<file path="config.mk">
export PLATFORM = sky130hd
export DESIGN_NAME = dem_seg_encoder_param_flat
export DESIGN_NICKNAME = d
export VERILOG_FILES = /design/src/rtl/dac_dem_pkg.sv /design/src/rtl/dem_seg_encoder_param_if.sv /design/src/rtl/dem_rot_mask.sv /design/src/rtl/dem_seg_encoder_param.sv /design/src/flat_wrapper.sv
export SDC_FILE = /design/constraint.sdc
export NUM_CORES = 1
export LEC_CHECK = 0
export CAP_MARGIN = 20
export CELL_PAD_IN_SITES_DETAIL_PLACEMENT = 0
export CELL_PAD_IN_SITES_GLOBAL_PLACEMENT = 1
export CORE_UTILIZATION = 35
export CTS_BUF_LIST = sky130_fd_sc_hd__clkbuf_8
export CTS_CLUSTER_SIZE = 25
export DETAILED_ROUTE_END_ITERATION = 12
export PLACE_DENSITY_LB_ADDON = 0.12
export SYNTH_ARGS = -nofsm -noshare
export SYNTH_HDL_FRONTEND = slang
export SYNTH_HIERARCHICAL = 1
export SYNTH_SLANG_ARGS = --single-unit
</file>
<file path="constraint.sdc">
create_clock -name clk -period 6.11 [get_ports clk]
set_clock_uncertainty 0.1 [all_clocks]
set_input_delay 1.5275 -clock clk [delete_from_list [all_inputs] [get_ports clk]]
set_output_delay 1.5275 -clock clk [all_outputs]
set_load 0.05 [all_outputs]
</file>
<file path="src/rtl/dac_dem_pkg.sv">
// Shared definitions for the DEM segment encoder: mode codes, direction type,
// dither LFSR geometry and modular pointer stepping.
package dac_dem_pkg;

  localparam logic [1:0] DEM_THERM = 2'b00;
  localparam logic [1:0] DEM_DWA   = 2'b01;
  localparam logic [1:0] DEM_BIDWA = 2'b10;

  typedef enum logic {DIR_FWD = 1'b0, DIR_BWD = 1'b1} dem_dir_t;

  // x^15 + x^14 + 1
  localparam int LFSR_W     = 15;
  localparam int LFSR_TAP_A = 14;
  localparam int LFSR_TAP_B = 13;

  // delta must lie in -n..n so a single correction keeps the result in 0..n-1
  function automatic int ptr_mod_step(input int ptr, input int delta, input int n);
    int s;
    s = ptr + delta;
    if (s >= n)
      s = s - n;
    else if (s < 0)
      s = s + n;
    return s;
  endfunction

endpackage

</file>
<file path="src/rtl/dem_seg_encoder_param_if.sv">
// Sample/result bundle between the quantiser side and the DEM segment encoder.
interface dem_seg_encoder_param_if #(
  parameter int N_ELEM = 18,
  parameter int IN_W   = 6
);
  localparam int PTR_W = $clog2(N_ELEM);

  logic              in_vld;
  logic [IN_W-1:0]   V;
  logic [1:0]        mode;
  logic              dith_en;
  logic              out_vld;
  logic [N_ELEM-1:0] SVout;
  logic [N_ELEM-1:0] STout;
  logic              sat_flg;
  logic [PTR_W-1:0]  ptr_dbg;

  modport master (output in_vld, V, mode, dith_en,
                  input  out_vld, SVout, STout, sat_flg, ptr_dbg);
  modport slave  (input  in_vld, V, mode, dith_en,
                  output out_vld, SVout, STout, sat_flg, ptr_dbg);
endinterface

</file>
<file path="src/rtl/dem_rot_mask.sv">
// Rotated run of k ones starting at ptr (fwd) or ending just below ptr (bwd),
// built as a 2*N_ELEM thermometer and folded back onto N_ELEM elements.
module dem_rot_mask
  import dac_dem_pkg::*;
#(
  parameter int N_ELEM = 18
) (
  input  logic [$clog2(N_ELEM)-1:0]   ptr,
  input  logic [$clog2(N_ELEM+1)-1:0] k,
  input  dem_dir_t                    dir,
  output logic [N_ELEM-1:0]           mask
);

  logic [2*N_ELEM-1:0] therm;
  logic [2*N_ELEM-1:0] dbl;
  int                  sh;

  // bwd run occupies ptr-k..ptr-1, shifted up by N_ELEM so the start stays non-negative
  always_comb begin
    sh    = (dir == DIR_FWD) ? int'(ptr) : int'(ptr) + N_ELEM - int'(k);
    therm = ~({(2*N_ELEM){1'b1}} << k);
    dbl   = therm << sh;
    mask  = dbl[N_ELEM-1:0] | dbl[2*N_ELEM-1:N_ELEM];
  end

endmodule

</file>
<file path="src/rtl/dem_seg_encoder_param.sv">
// Two-stage DEM encoder for one unary DAC segment (THERM / DWA / BIDWA).
// Pointer dither is built only when DEM_DITHER_EN is defined.
//   dir     | meaning
//   DIR_FWD | next BIDWA run grows upward from ptr
//   DIR_BWD | next BIDWA run grows downward from ptr-1
module dem_seg_encoder_param
  import dac_dem_pkg::*;
#(
  parameter int N_ELEM = 18,
  parameter int IN_W   = 6,
  parameter int SEED   = 1
) (
  input  logic                    clk,
  input  logic                    rst,
  dem_seg_encoder_param_if.slave  bus
);

  localparam int PTR_W = $clog2(N_ELEM);
  localparam int K_W   = $clog2(N_ELEM + 1);

  logic signed [IN_W:0] sum;
  int                   sum_i;
  logic [K_W-1:0]       k_clamp;
  logic                 sat_c;

  logic                 vld1;
  logic                 sat1;
  logic [K_W-1:0]       k1;
  logic [1:0]           mode1;

  logic [PTR_W-1:0]     ptr, ptr_nxt, mask_ptr;
  dem_dir_t             dir, dir_nxt, mask_dir;
  logic [N_ELEM-1:0]    mask;
  logic                 out_vld_q, sat_q;
  logic [N_ELEM-1:0]    sv_q, st_q;
  logic                 rotate;
  logic                 dith_step;
  int                   p;

  always_comb begin
    sum   = {bus.V[IN_W-1], bus.V} + (IN_W+1)'(N_ELEM / 2);
    sum_i = int'(sum);
    sat_c = 1'b0;
    k_clamp = K_W'(sum_i);
    if (sum_i < 0) begin
      k_clamp = '0;
      sat_c   = 1'b1;
    end else if (sum_i > N_ELEM) begin
      k_clamp = K_W'(N_ELEM);
      sat_c   = 1'b1;
    end
  end

  always_ff @(posedge clk) begin
    if (rst) begin
      vld1  <= 1'b0;
      k1    <= '0;
      sat1  <= 1'b0;
      mode1 <= DEM_THERM;
    end else begin
      vld1 <= bus.in_vld;
      if (bus.in_vld) begin
        k1    <= k_clamp;
        sat1  <= sat_c;
        mode1 <= bus.mode;
      end
    end
  end

`ifdef DEM_DITHER_EN
  logic              dith1;
  logic [LFSR_W-1:0] lfsr;

  always_ff @(posedge clk) begin
    if (rst) begin
      dith1 <= 1'b0;
      lfsr  <= LFSR_W'(SEED);
    end else begin
      if (bus.in_vld)
        dith1 <= bus.dith_en;
      if (vld1 && rotate)
        lfsr <= {lfsr[LFSR_W-2:0], lfsr[LFSR_TAP_A] ^ lfsr[LFSR_TAP_B]};
    end
  end

  assign dith_step = dith1 & lfsr[0];
`else
  logic unused_dith;
  assign unused_dith = bus.dith_en;
  assign dith_step   = 1'b0;
`endif

  dem_rot_mask #(.N_ELEM(N_ELEM)) u_rot_mask (
    .ptr  (mask_ptr),
    .k    (k1),
    .dir  (mask_dir),
    .mask (mask)
  );

  always_comb begin
    rotate   = (mode1 != DEM_THERM);
    mask_ptr = rotate ? ptr : '0;
    mask_dir = (mode1 == DEM_BIDWA) ? dir : DIR_FWD;
    dir_nxt  = dir;
    ptr_nxt  = ptr;
    p        = int'(ptr);
    if (vld1 && rotate) begin
      // dither nudges the pointer for the next sample only; this sample's SV is unaffected
      if (mask_dir == DIR_FWD) begin
        p = ptr_mod_step(p, int'(k1), N_ELEM);
        p = ptr_mod_step(p, int'(dith_step), N_ELEM);
      end else begin
        p = ptr_mod_step(p, -int'(k1), N_ELEM);
        p = ptr_mod_step(p, -int'(dith_step), N_ELEM);
      end
      ptr_nxt = PTR_W'(p);
      if (mode1 == DEM_BIDWA)
        dir_nxt = (dir == DIR_FWD) ? DIR_BWD : DIR_FWD;
    end
  end

  always_ff @(posedge clk) begin
    if (rst) begin
      ptr       <= '0;
      dir       <= DIR_FWD;
      out_vld_q <= 1'b0;
      sv_q      <= '0;
      st_q      <= '0;
      sat_q     <= 1'b0;
    end else begin
      out_vld_q <= vld1;
      if (vld1) begin
        ptr   <= ptr_nxt;
        dir   <= dir_nxt;
        sv_q  <= mask;
        st_q  <= mask ^ sv_q;
        sat_q <= sat1;
      end
    end
  end

  assign bus.out_vld = out_vld_q;
  assign bus.SVout   = sv_q;
  assign bus.STout   = st_q;
  assign bus.sat_flg = sat_q;
  assign bus.ptr_dbg = ptr;

endmodule
</file>
<file path="src/flat_wrapper.sv">
// flat-port wrapper written by rule: the top's interface ports become plain ports
module dem_seg_encoder_param_flat import dac_dem_pkg::*;
#(
  parameter int N_ELEM = 18,
  parameter int IN_W   = 6,
  parameter int SEED   = 1
)
  (clk, rst, bus_in_vld, bus_V, bus_mode, bus_dith_en, bus_out_vld, bus_SVout, bus_STout, bus_sat_flg, bus_ptr_dbg);
  dem_seg_encoder_param_if #(.N_ELEM(N_ELEM), .IN_W(IN_W)) bus_i ();
  input  logic clk;
  input  logic rst;
  input wire logic [$bits(bus_i.in_vld)-1:0] bus_in_vld;
  input wire logic [$bits(bus_i.V)-1:0] bus_V;
  input wire logic [$bits(bus_i.mode)-1:0] bus_mode;
  input wire logic [$bits(bus_i.dith_en)-1:0] bus_dith_en;
  output wire logic [$bits(bus_i.out_vld)-1:0] bus_out_vld;
  output wire logic [$bits(bus_i.SVout)-1:0] bus_SVout;
  output wire logic [$bits(bus_i.STout)-1:0] bus_STout;
  output wire logic [$bits(bus_i.sat_flg)-1:0] bus_sat_flg;
  output wire logic [$bits(bus_i.ptr_dbg)-1:0] bus_ptr_dbg;
  assign bus_i.in_vld = bus_in_vld;
  assign bus_i.V = bus_V;
  assign bus_i.mode = bus_mode;
  assign bus_i.dith_en = bus_dith_en;
  assign bus_out_vld = bus_i.out_vld;
  assign bus_SVout = bus_i.SVout;
  assign bus_STout = bus_i.STout;
  assign bus_sat_flg = bus_i.sat_flg;
  assign bus_ptr_dbg = bus_i.ptr_dbg;
  dem_seg_encoder_param #(.N_ELEM(N_ELEM), .IN_W(IN_W), .SEED(SEED)) u_core (.clk(clk), .rst(rst), .bus(bus_i));
endmodule
</file>
==> results of run 1 <==
==> registers in the layout (all words and copies together), names as in the netlist <==
signal              cells
u_core/bus.ptr_dbg      5
u_core/vld1             1
u_core/k1               5
u_core/bus.out_vld      1
u_core/bus.SVout       18
u_core/sat1             1
u_core/bus.STout       18
u_core/mode1            2
u_core/dir              1
u_core/bus.sat_flg      1
==> cells by family after synthesis <==
kind of cell | Yosys count | synth area share [%]
fa+ha+maj | 38 | 8.260
buf+inv | 81 | 7.080
mux | 37 | 6.553
flops | 53 | 17.87
simple gates | 276 | 23.11
compound gates | 250 | 31.84
xor+xnor | 35 | 5.289
==> area by class of cell <==
cell class | instances | area [um^2] | share of cell area [%]
multi-input cells | 636 | 4457 | 67.36
flip-flops and latches | 53 | 1062 | 16.06
repair buffers | 62 | 593.1 | 8.964
well taps | 220 | 275.3 | 4.160
inverters | 33 | 123.9 | 1.872
clock buffers | 7 | 96.34 | 1.456
clock inverters | 1 | 8.758 | 0.1324
==> layout by cell type, fill, tap and decap left out, types with 10 or more instances in the layout <==
| cell type | Yosys | layout |
|---|---|---|
| o21ai_0 | 21 | 21 |
| nor2_1 | 102 | 102 |
| a31oi_1 | 12 | 12 |
| nor2b_1 | 11 | 11 |
| a211oi_1 | 38 | 38 |
| o22ai_1 | 10 | 10 |
| a21oi_1 | 40 | 40 |
| nor3_1 | 21 | 21 |
| ha_1 | 32 | 32 |
| clkdlybuf4s50_1 | 0 | 52 |
| dfxtp_1 | 53 | 52 |
| xnor2_1 | 30 | 30 |
| inv_1 | 30 | 30 |
| mux2i_1 | 28 | 28 |
| nand3_1 | 22 | 22 |
| nand2_1 | 50 | 50 |
| o21ai_1 | 22 | 22 |
==> worst max-delay path, delay by kind of cell, from the launching register on <==
| kind | cells | cell delay, ns |
|---|---|---|
| AO/OA/AOI/OAI | 6 | 1.67 |
| AND/OR/NAND/NOR | 5 | 1.04 |
| flip-flops | 1 | 0.51 |
| multiplexers | 1 | 0.27 |
| adder cells (fa/ha/maj) | 2 | 1.08 |
==> final timing paths <==
check | from | to | slack, ns | depth (start not counted)
setup / recovery | u_core/bus.ptr_dbg[1] | u_core/bus.ptr_dbg[3] | 1.27 | 14
hold / removal | u_core/sat1 | u_core/sat1 | 0.38 | 2
setup reg to reg | u_core/bus.ptr_dbg[1] | u_core/bus.ptr_dbg[3] | 1.27 | 14
hold reg to reg | u_core/sat1 | u_core/sat1 | 0.38 | 2
==> per-stage QoR <==
step           instances  instance area (um^2)
5_1_grt             1012                  6616
3_3_place_gp        1004                  6511
3_5_place_dp        1004                  6511
4_1_cts             1012                  6616
2_1_floorplan        770                  5938
6_report            1012                  6616
==> layer usage <==
layer  GRT usage [%]  up-vias  part of all wire [%]
li1                -     2902                     -
met1           30.22     2829                    50
met2           33.01      178                    43
met3           2.807       21                   5.3
met4           5.811        0                   1.6
met5               0        -                     0
==> power by group <==
part | internal (mW) | switching [mW]
logic | 0.273 | 0.460
registers | 0.365 | 0.0155
clock network | 0.105 | 0.118
total | 0.743 | 0.593
==> results.cfg, run 1 <==
[setup_path]
cp_slowest_cell = fa_1
path_class = flip-flop to flip-flop
cp-end-kind = flip-flop
critical_path.max_fanout = 10
start_kind = flip-flop
max_stage_delay_ns = 0.72
path_cells = ha_1 -> nor2b_2 -> o31ai_2 -> nand2b_1 -> fa_1 -> nand3_1 -> a2111o_1 -> o211ai_1 -> or3b_1 -> a32oi_2 -> nand3_1 -> o211ai_1 -> mux2i_1 -> o21ai_1
required_ns = 6.17
cp_data_arrival_time_ns = 4.90

[timing]
rsz0062_at_grt = false
worstMarginPinSlew_ns = 1.051
finalSetupViolations = 0
drv_slew = 0
hold_violations = 0
finalSetupTns_ns = 0
holdWs_ns = 0.3841
setup_slack_ns = 1.274
final.min_clock_period_ns = 4.836
period_share_pct = 79.14
relSlewSlack_pct = 29.96
max_freq_mhz = 206.8

[synthesis]
postSynthCellCount = 770
synth_enable_flop_cells = 0
syn_avg_cell_area_um2 = 7.712
ys.warnings.count = 6
synth_area_leaders = dfxtp_1 (18%), ha_1 (6.7%), nor2_1 (6.4%), a211oi_1 (4.8%), mux2i_1 (4.7%)
synth.distinct_cells = 103
ys_seq_elements = 53
syn_nets = 817
synthArstFlopShare_pct = 0
ys.flop_type = dfxtp_1
yosysTopAreaCell = dfxtp_1
seq_area_frac_synth_pct = 17.87
yosysMostFrequentCell = nor2_1
synth_common_cells = nor2_1 (102), dfxtp_1 (53), nand2_1 (50)
syn_area_mm2 = 0.005938
synth_top_area_share_pct = 17.87

[clock_tree]
cts_buffers = 5
cts_tree = done
cts_hold_buf = 0
clk_pin_slew_ns = 0.09
ctsHtreeMaxLevel = 2
root_buffer = clkbuf_8
cts_sinks = 53
cts_resized = 0
insertion_delay_ns = 0.31
cts_setup_buffers = 0
clockBufferDepth = 2

[power_and_ir_drop]
p_leak_nw = 2.405
powerDensity_mw_per_mm2 = 202.0
power_mw = 1.337
ir_drop_mv = 0.1383

[run_status]
outcome = completed

[placed_design]
place_congestion = 0.8809
portBuffers = 53
place_ws_ns = 1.325
dpl.hpwl_um = 13870

[routing]
wl_per_cell_um = 18.42
wirelength_um = 18640
drt_iter0_markers = 468
ant_nets = 0
first_pass_iters = 5
vias = 5930
drc = 0
via_per_inst = 5.860

[die]
core_area_mm2 = 0.01658
die_h_um = 132.3
die_width_um = 132.3
start_util_pct = 35.81
pin_count = 55
row_count = 47
die-area_mm2 = 0.01749

[global_route]
track_usage_pct = 21.12
grt_max_degree = 60
grt_pass1_wl_um = 30260
antenna_found_initial = 0
grt_pass1_vias = 5661
overflow = 0

[finish]
final_nets = 838
drive_gt1_share_pct = 9.470
fillers = 1753
diodes = 0
area_growth_pct = 11.42
final_core_util_pct = 39.90

[flow_run]
drv_cap = 0

[hold_path]
hp-class = flip-flop to flip-flop
Note: power is estimated with default switching activity, not from simulation.
==> inputs of run 2 (changes only) <==
Clock period 6.11 ns to 4.28 ns, I/O delays scaled along.
==> results.cfg, run 2 (synthesis gave the netlist of run 1 again) <==
[timing]
max_freq_mhz = 244.8
period_share_pct = 95.46
hold_violations = 0
finalSetupViolations = 0
worstMarginPinSlew_ns = 0.6826
final.min_clock_period_ns = 4.086
drv_slew = 0
relSlewSlack_pct = 54.49
finalSetupTns_ns = 0

[finish]
layout_common_cells = nor2_1 (101), clkdlybuf4s50_1 (52), nand2_1 (50), dfxtp_1 (50), buf_4 (44)
area_growth_pct = 17.17
final_common_cell = nor2_1
fillers = 1706
design_area_mm2 = 0.006958
final_nets = 875
diodes = 0
final_cells = 1049
drive_gt1_share_pct = 15.08

[power_and_ir_drop]
p_leak_nw = 2.588
clkPwrFrac_pct = 14.7
power_switching_mw = 0.8766
p_seq_share_pct = 27.7
powerDensity_mw_per_mm2 = 281.5
p_comb_share_pct = 57.6
ir_drop_mv = 0.2642
netSwitchingFraction_pct = 44.76
intPower_mw = 1.082

[routing]
ant_nets = 0
drc = 0
first_pass_iters = 5
via_per_inst = 5.792
wl_per_cell_um = 18.72
drt_iter0_markers = 523
vias = 6076
wirelength_um = 19630

[die]
core_area_mm2 = 0.01658
pin_count = 55
row_count = 47
die-area_mm2 = 0.01749
die_h_um = 132.3
die_width_um = 132.3
start_util_pct = 35.81

[setup_path]
rr_worst_depth = 15
cp_slowest_cell = fa_1
max_stage_delay_ns = 0.51
r2r-start = u_core/bus.ptr_dbg[1]
cp_data_arrival_time_ns = 4.16
required_ns = 4.35
path_buf_inv = 1
critical_path.max_fanout = 8
r2r_end = u_core/bus.ptr_dbg[1]
start_kind = flip-flop
regToRegSetupSlack_ns = 0.19
critical_path.top_delay_family = compound AO/OA/AOI/OAI gates
cp-end-kind = flip-flop
path_class = flip-flop to flip-flop
path_cells = ha_1 -> nor2b_2 -> o31ai_2 -> nand2b_1 -> fa_1 -> nand3_1 -> a2111o_1 -> o211ai_1 -> or3b_1 -> a32oi_2 -> buf_4 -> nor2_1 -> mux2_2 -> o21ai_2 -> a211oi_1

[hold_path]
min_to = u_core/sat1
hp-class = flip-flop to flip-flop
whs_path_depth = 2
hp-start = u_core/sat1

[global_route]
track_usage_pct = 21.94
grt_pass1_wl_um = 30910
overflow = 0
grt_max_degree = 59
grt_pass1_vias = 5742
antenna_found_initial = 0

[clock_tree]
cts_buffers = 5
insertion_delay_ns = 0.31
root_buffer = clkbuf_8
clockBufferDepth = 2
cts_sinks = 53
ctsHtreeMaxLevel = 2
clk_pin_slew_ns = 0.09
cts_tree = done

[placed_design]
dpl.hpwl_um = 14800
place_congestion = 0.9106
dp.cells = 1040
portBuffers = 53
place_area_mm2 = 0.006809

[flow_run]
drv_cap = 0

[run_status]
outcome = completed
-- run 2: cell types whose count changed in the layout (fill, tap and decap cells not counted), moves of 2 or more --
cell and change:
dfxtp_2 +2, o21ai_2 +2, clkinv_4 +2, clkbuf_8 -2
dfxtp_1 -2, buf_4 +35, buf_12 +2
-- run 2: per-layer routing --
| layer | part of all wire, % | up-vias | global-route usage, % |
|---|---|---|---|
| li1 | - | 2986 | - |
| met4 | 1.1 | 0 | 4.725 |
| met2 | 43 | 187 | 33.74 |
| met5 | 0 | - | 0 |
| met1 | 50 | 2889 | 32.07 |
| met3 | 5.6 | 14 | 3.345 |
-- run 2: cell type report --
type                    count  area [um^2]  share of cell area, %
clock buffers               5        68.82                 0.9890
well taps                 220        275.3                  3.956
flip-flops and latches     53         1065                  15.30
clock inverters             3        22.52                 0.3237
repair buffers             99        895.9                  12.88
multi-input cells         636         4507                  64.77
inverters                  33        123.9                  1.780
-- run 2: worst max-delay path by stage --
| stage | startpoint | endpoint | depth (start not counted) |
|---|---|---|---|
| global placement | u_core/mode1[0] | u_core/bus.STout[14] | 19 |
| detailed placement | u_core/mode1[1] | u_core/bus.STout[14] | 19 |
| global route | u_core/mode1[1] | u_core/bus.STout[16] | 18 |
| CTS | u_core/mode1[1] | u_core/bus.STout[16] | 18 |
| finish | u_core/bus.ptr_dbg[1] | u_core/bus.ptr_dbg[1] | 15 |
| floorplan | u_core/bus.ptr_dbg[3] | u_core/bus.ptr_dbg[3] | 16 |
-- run 2: stage by stage --
stage	utilization, %	worst slack, ns	hold WS [ns]	power, mW
after detailed placement	41.06	0.04309	0.3723	1.655
after floorplan	-	0.01989	0.3531	1.352
after CTS	41.65	0.01606	0.3897	1.955
after global routing	41.96	-0.03008	0.4048	2.090
after global placement	41.06	0.03801	0.3716	1.629
final	41.96	0.1944	0.3844	1.958
-- run 2: tightest hold or removal path, delay by kind of cell (launching register included) --
kind	cells	cell delay [ns]
DFF	1	0.32
and+or+nand+nor	2	0.13
-- run 2: power groups by stage --
stage / sequential (mW) / combinational [mW] / clock, mW
3_5_place_dp: 0.554 / 1.10 / 0
3_3_place_gp: 0.553 / 1.08 / 0
4_1_cts: 0.544 / 1.11 / 0.303
5_1_grt: 0.547 / 1.22 / 0.318
6_report: 0.543 / 1.13 / 0.287
2_1_floorplan: 0.634 / 0.718 / 0
-- run 2: what timing repair did --
action | CTS | global route
gates resized for setup | 1 | 12
pin swaps | 0 | 2
endpoints found under the setup margin | 1 | 33
setup buffers | 0 | 1
hold buffers | 0 | 0
==> inputs of run 3 (changes only) <==
Settings changed: HOLD_SLACK_MARGIN set to 0.02.
==> results of run 3 <==
No change in the layout: final DEF, timing and power equal those of run 2.
